<file path="src/rtl/gpio_bus_arbiter.sv">
// rtl/gpio_bus_arbiter.sv - two-requester round-robin arbiter for the GPIOS peripheral bus
module gpio_bus_arbiter #(
    parameter int ADDR_WIDTH   = 32,
    parameter int DATA_WIDTH   = 32,
    parameter int READ_LATENCY = 1    // strobe-to-data cycles, 1..15
) (
    input  logic                  clk,
    input  logic                  reset,          // synchronous, active high

    // requester 0 (CPU data port)
    input  logic                  r0_read,
    input  logic                  r0_write,
    input  logic [ADDR_WIDTH-1:0] r0_address,
    input  logic [DATA_WIDTH-1:0] r0_write_data,
    output logic [DATA_WIDTH-1:0] r0_read_data,
    output logic                  r0_ack,

    // requester 1 (debug / DMA master)
    input  logic                  r1_read,
    input  logic                  r1_write,
    input  logic [ADDR_WIDTH-1:0] r1_address,
    input  logic [DATA_WIDTH-1:0] r1_write_data,
    output logic [DATA_WIDTH-1:0] r1_read_data,
    output logic                  r1_ack,

    // shared peripheral port
    output logic                  read,
    output logic                  write,
    output logic [ADDR_WIDTH-1:0] address,
    output logic [DATA_WIDTH-1:0] write_data,
    input  logic [DATA_WIDTH-1:0] read_data,

    // status
    output logic                  busy,
    output logic                  grant_id
);

    typedef enum logic [1:0] {
        S_IDLE,
        S_ISSUE,
        S_WAIT,
        S_ACK
    } state_t;

    // WAIT is entered with this value and ends on zero, giving READ_LATENCY cycles
    localparam logic [3:0] WAIT_INIT = 4'(READ_LATENCY - 1);

    state_t     state;
    logic       last_grant;
    logic       op_write;
    logic [3:0] wait_cnt;

    logic       req0;
    logic       req1;
    logic       pick;

    // A tie goes to the requester that did not win last time
    always_comb begin
        req0 = r0_read | r0_write;
        req1 = r1_read | r1_write;
        pick = 1'b0;
        if (req0 && req1) begin
            pick = ~last_grant;
        end else begin
            pick = req1;
        end
    end

    assign busy = (state != S_IDLE);

    always_ff @(posedge clk) begin
        if (reset) begin
            state        <= S_IDLE;
            last_grant   <= 1'b1;
            grant_id     <= 1'b0;
            op_write     <= 1'b0;
            wait_cnt     <= 4'd0;
            address      <= '0;
            write_data   <= '0;
            read         <= 1'b0;
            write        <= 1'b0;
            r0_ack       <= 1'b0;
            r1_ack       <= 1'b0;
            r0_read_data <= '0;
            r1_read_data <= '0;
        end else begin
            // strobes and acks are single-cycle pulses
            read   <= 1'b0;
            write  <= 1'b0;
            r0_ack <= 1'b0;
            r1_ack <= 1'b0;

            case (state)
                S_IDLE: begin
                    if (req0 || req1) begin
                        grant_id   <= pick;
                        last_grant <= pick;
                        // write wins when a requester raises both read and write;
                        // the strobe is registered here so it is high during ISSUE
                        if (pick) begin
                            address    <= r1_address;
                            write_data <= r1_write_data;
                            op_write   <= r1_write;
                            write      <= r1_write;
                            read       <= ~r1_write;
                        end else begin
                            address    <= r0_address;
                            write_data <= r0_write_data;
                            op_write   <= r0_write;
                            write      <= r0_write;
                            read       <= ~r0_write;
                        end
                        state <= S_ISSUE;
                    end
                end

                S_ISSUE: begin
                    if (op_write) begin
                        if (grant_id) begin
                            r1_ack <= 1'b1;
                        end else begin
                            r0_ack <= 1'b1;
                        end
                        state <= S_ACK;
                    end else begin
                        wait_cnt <= WAIT_INIT;
                        state    <= S_WAIT;
                    end
                end

                S_WAIT: begin
                    if (wait_cnt == 4'd0) begin
                        if (grant_id) begin
                            r1_read_data <= read_data;
                            r1_ack       <= 1'b1;
                        end else begin
                            r0_read_data <= read_data;
                            r0_ack       <= 1'b1;
                        end
                        state <= S_ACK;
                    end else begin
                        wait_cnt <= wait_cnt - 4'd1;
                    end
                end

                S_ACK: begin
                    state <= S_IDLE;
                end

                default: begin
                    state <= S_IDLE;
                end
            endcase
        end
    end

endmodule
</file>
<file path="config.mk">
export PLATFORM = sky130hd
export DESIGN_NAME = gpio_bus_arbiter
export DESIGN_NICKNAME = d
export VERILOG_FILES = /design/src/rtl/gpio_bus_arbiter.sv
export SDC_FILE = /design/constraint.sdc
export NUM_CORES = 1
export LEC_CHECK = 0
export CAP_MARGIN = 20
export CORE_UTILIZATION = 40
export CTS_BUF_LIST = sky130_fd_sc_hd__clkbuf_8
export CTS_CLUSTER_DIAMETER = 80
export DETAILED_ROUTE_END_ITERATION = 8
export GPL_TIMING_DRIVEN = 0
export PLACE_DENSITY = 0.8
export SKIP_LAST_GASP = 1
export SYNTH_ARGS = -nofsm -noshare
export SYNTH_HDL_FRONTEND = slang
export SYNTH_SLANG_ARGS = --single-unit
export TNS_END_PERCENT = 50
</file>
<file path="constraint.sdc">
create_clock -name clk -period 5.2 [get_ports clk]
set_input_delay 1.56 -clock clk [delete_from_list [all_inputs] [get_ports clk]]
set_output_delay 1.56 -clock clk [all_outputs]
set_load 0.1 [all_outputs]
</file>
==> flow_summary.ini <==
[route]
vias = 7053
ant_nets = 0
drt_iter0_markers = 537
drc = 0
drt-wirelength-per-cell_um = 17.9
firstDrtPassIters = 5
vias_per_cell = 5.63
routed_wl_um = 22500

[sta]
slew-limit-headroom_pct = 26.2
tightestPinTransition_ns = 1.10
setup_viol = 0
setup_slack_ns = 1.21
tns_ns = 0
drv_slew = 0
rsz0062_at_grt = false
period_share_pct = 76.8
fin_skew_ns = 0.0171
period_minus_slack_ns = 3.99
clock.fmax_mhz = 250
hold_viol = 0

[global_route]
grt_max_degree = 17
grt_pass1_vias = 6686
grt.total_usage_pct = 28.5
gr-total-overflow = 0
grt_pass1_wl_um = 35100
antenna_found_initial = 0

[synthesis]
synthesis.instances = 741
ys_seq_area_share_pct = 46.9
ys_ff_latch = 141
syn_avg_cell_area_um2 = 8.13
syn_nets = 912
synth.distinct_cells = 35
syn_area_um2 = 6020
synth_warnings = 0

[worst_setup_path]
max_stage_delay_ns = 1.16
worstPathArrival_ns = 2.43
cpMaxStageDelayCell = clkdlybuf4s50_1
required_ns = 3.64
cp-start-kind = register
cpMostUsedCell = inv_1
crit_chain = inv_1 -> ha_1 -> inv_1 -> clkdlybuf4s50_1
endpoint_kind = output port
reg2regPathDepth = 7
reg2reg_from = state[0]
crit_path_max_fanout = 6
r2r_slack_ns = 3.11
setup.worst_path.class = register to output port
crit_family = buffers and inverters
path_buf_inv = 3
r2r-end = write_data[13]

[pwr]
combPwrFrac_pct = 62.7
power.density_nw_per_um2 = 676
pwr-share-clk_pct = 13.2
netSwitchingFraction_pct = 56.9
power_frac_seq_pct = 24.1
intPower_w = 0.00280
p_leak_nw = 3.30
finalPower_w = 0.00650
p_sw_w = 0.00370
irDropWorstVdd_uv = 450

[clocking]
cts_tree = built
post_cts_resized = 0
cts_setup_buffers = 0
root_buffer = clkbuf_8
clk_latency_ns = 0.45
clockBufferDepth = 2
htree_levels = 4
postCtsHoldBufs = 0
cts_made_buffers = 17
cts_sinks = 141
path_clk_slew_ns = 0.07

[final_layout]
final_cells = 1253
final_cell_mix = 298 x clkdlybuf4s50_1, 141 x dfxtp_1, 129 x nand3_1, 129 x o21ai_0, 72 x a21oi_1
final_area_um2 = 9610
final_common_cell = clkdlybuf4s50_1
n_antenna_cell = 0
synthToLayoutAreaGrowth_pct = 59.6
fin_nets = 1229
drive_gt1_share_pct = 4.58

[die]
die_area_um2 = 15500
die_width_um = 125
die_h_um = 125
start_util_pct = 41.3
coreArea_um2 = 14600
io_pins = 300
core.rowCount = 44

[placed_design]
gp_congestion = 0.896
pre_cts_ws_ns = 1.60
placed_cells = 1223
dp_hpwl_um = 16900
postPlaceCellArea_um2 = 9230
io_buffers = 298

[run_status]
outcome = completed

[worst_hold_path]
worst_hold_startpoint = r1_read_data[2]
worstHoldPathCells = 2
holdCritPathClass = register to register
whs_endpoint = r1_read_data[2]

[flow_run]
maxCapViolCount = 0
## power by group through the flow
stage / logic [W] / clock network [W] / registers [W]
5_1_grt: 0.00425 / 0.000921 / 0.00160
3_3_place_gp: 0.00405 / 0 / 0.00158
2_1_floorplan: 0.000963 / 0 / 0.00361
4_1_cts: 0.00407 / 0.000871 / 0.00156
3_5_place_dp: 0.00406 / 0 / 0.00158
6_report: 0.00407 / 0.000859 / 0.00157
## how the worst max path moves through the flow
stage                        start           to  slack, ns  cells after the start
after CTS                 state[0]         busy       1.15                      4
after global routing      state[0]         busy       1.12                      4
after floorplan           state[0]         busy       2.37                      3
after detailed placement   r1_read  address[30]       1.60                      6
after global placement     r1_read  address[23]       1.63                      6
final                     state[0]         busy       1.21                      4
## cell type report
cell class	instances	area, µm²
Clock buffer	20	275
Multi-Input combinational cell	505	2820
Inverter	7	26.3
Timing Repair Buffer	298	2980
Fill cell	1274	4980
Tap cell	184	230
Buffer	88	355
Clock inverter	10	100
Sequential cell	141	2820
## cells in the mapped netlist (all sizes together)
master   count  area (µm²)
buf         21         104
a31oi        1        6.26
ha           5        62.6
o21a         2        15.0
inv          7        26.3
and2         1        6.26
and4bb       1        12.5
o31a         1        8.76
or3b         1        8.76
o21ai      129         646
a2111o       1        11.3
nor4         2        12.5
mux2i        1        10.0
o31ai        2        15.0
a32oi        1        8.76
a311oi      64         561
or2          1        6.26
o211a        1        10.0
nor3         2        10.0
o41ai        4        35.0
o41a         1        11.3
or4          2        15.0
nor2b        1        6.26
and3b        1        8.76
clkbuf      67         251
a21oi       72         360
nand4        2        12.5
nand3      129         646
dfxtp      141        2820
nor2        68         255
nand2b       3        18.8
nand4bb      1        11.3
nand3b       2        15.0
nand2        3        11.3
## layer usage
metal  routed length [µm]  part of all wire [%]  track usage (%)
met1                 8720                    39             32.6
met2                11000                    49             49.2
met3                 2050                   9.1             8.33
met4                  666                   3.0             11.6
met5                    0                     0                0
## state kept, by name, indices dropped and copies added, names as in the netlist
register / count
address: 32
grant_id: 1
last_grant: 1
op_write: 1
r0_ack: 1
r0_read_data: 32
r1_ack: 1
r1_read_data: 32
read: 1
state: 2
wait_cnt: 4
write: 1
write_data: 32
## per-stage QoR
stage               hold slack [ns]  util [%]
finish                        0.477      65.9
global route                  0.494      65.9
CTS                           0.477      65.9
detailed placement            0.466      63.3
global placement              0.460      63.3
floorplan                     0.465         -
## cell families after synthesis
logic type               Yosys count  synth area share (%)
adder cells (fa/ha/maj)            5                  1.04
AO/OA/AOI/OAI                    279                  28.0
multiplexers                       1                 0.166
flip-flops                       141                  46.9
buffers and inverters             95                  6.34
AND/OR/NAND/NOR                  220                  17.5
## worst min-delay path, cell delays in order, from the launching register on
cell	delay [ns]
dfxtp_1	0.31
o21ai_0	0.06
a21oi_1	0.06
Power figures use the tool's default switching activity.
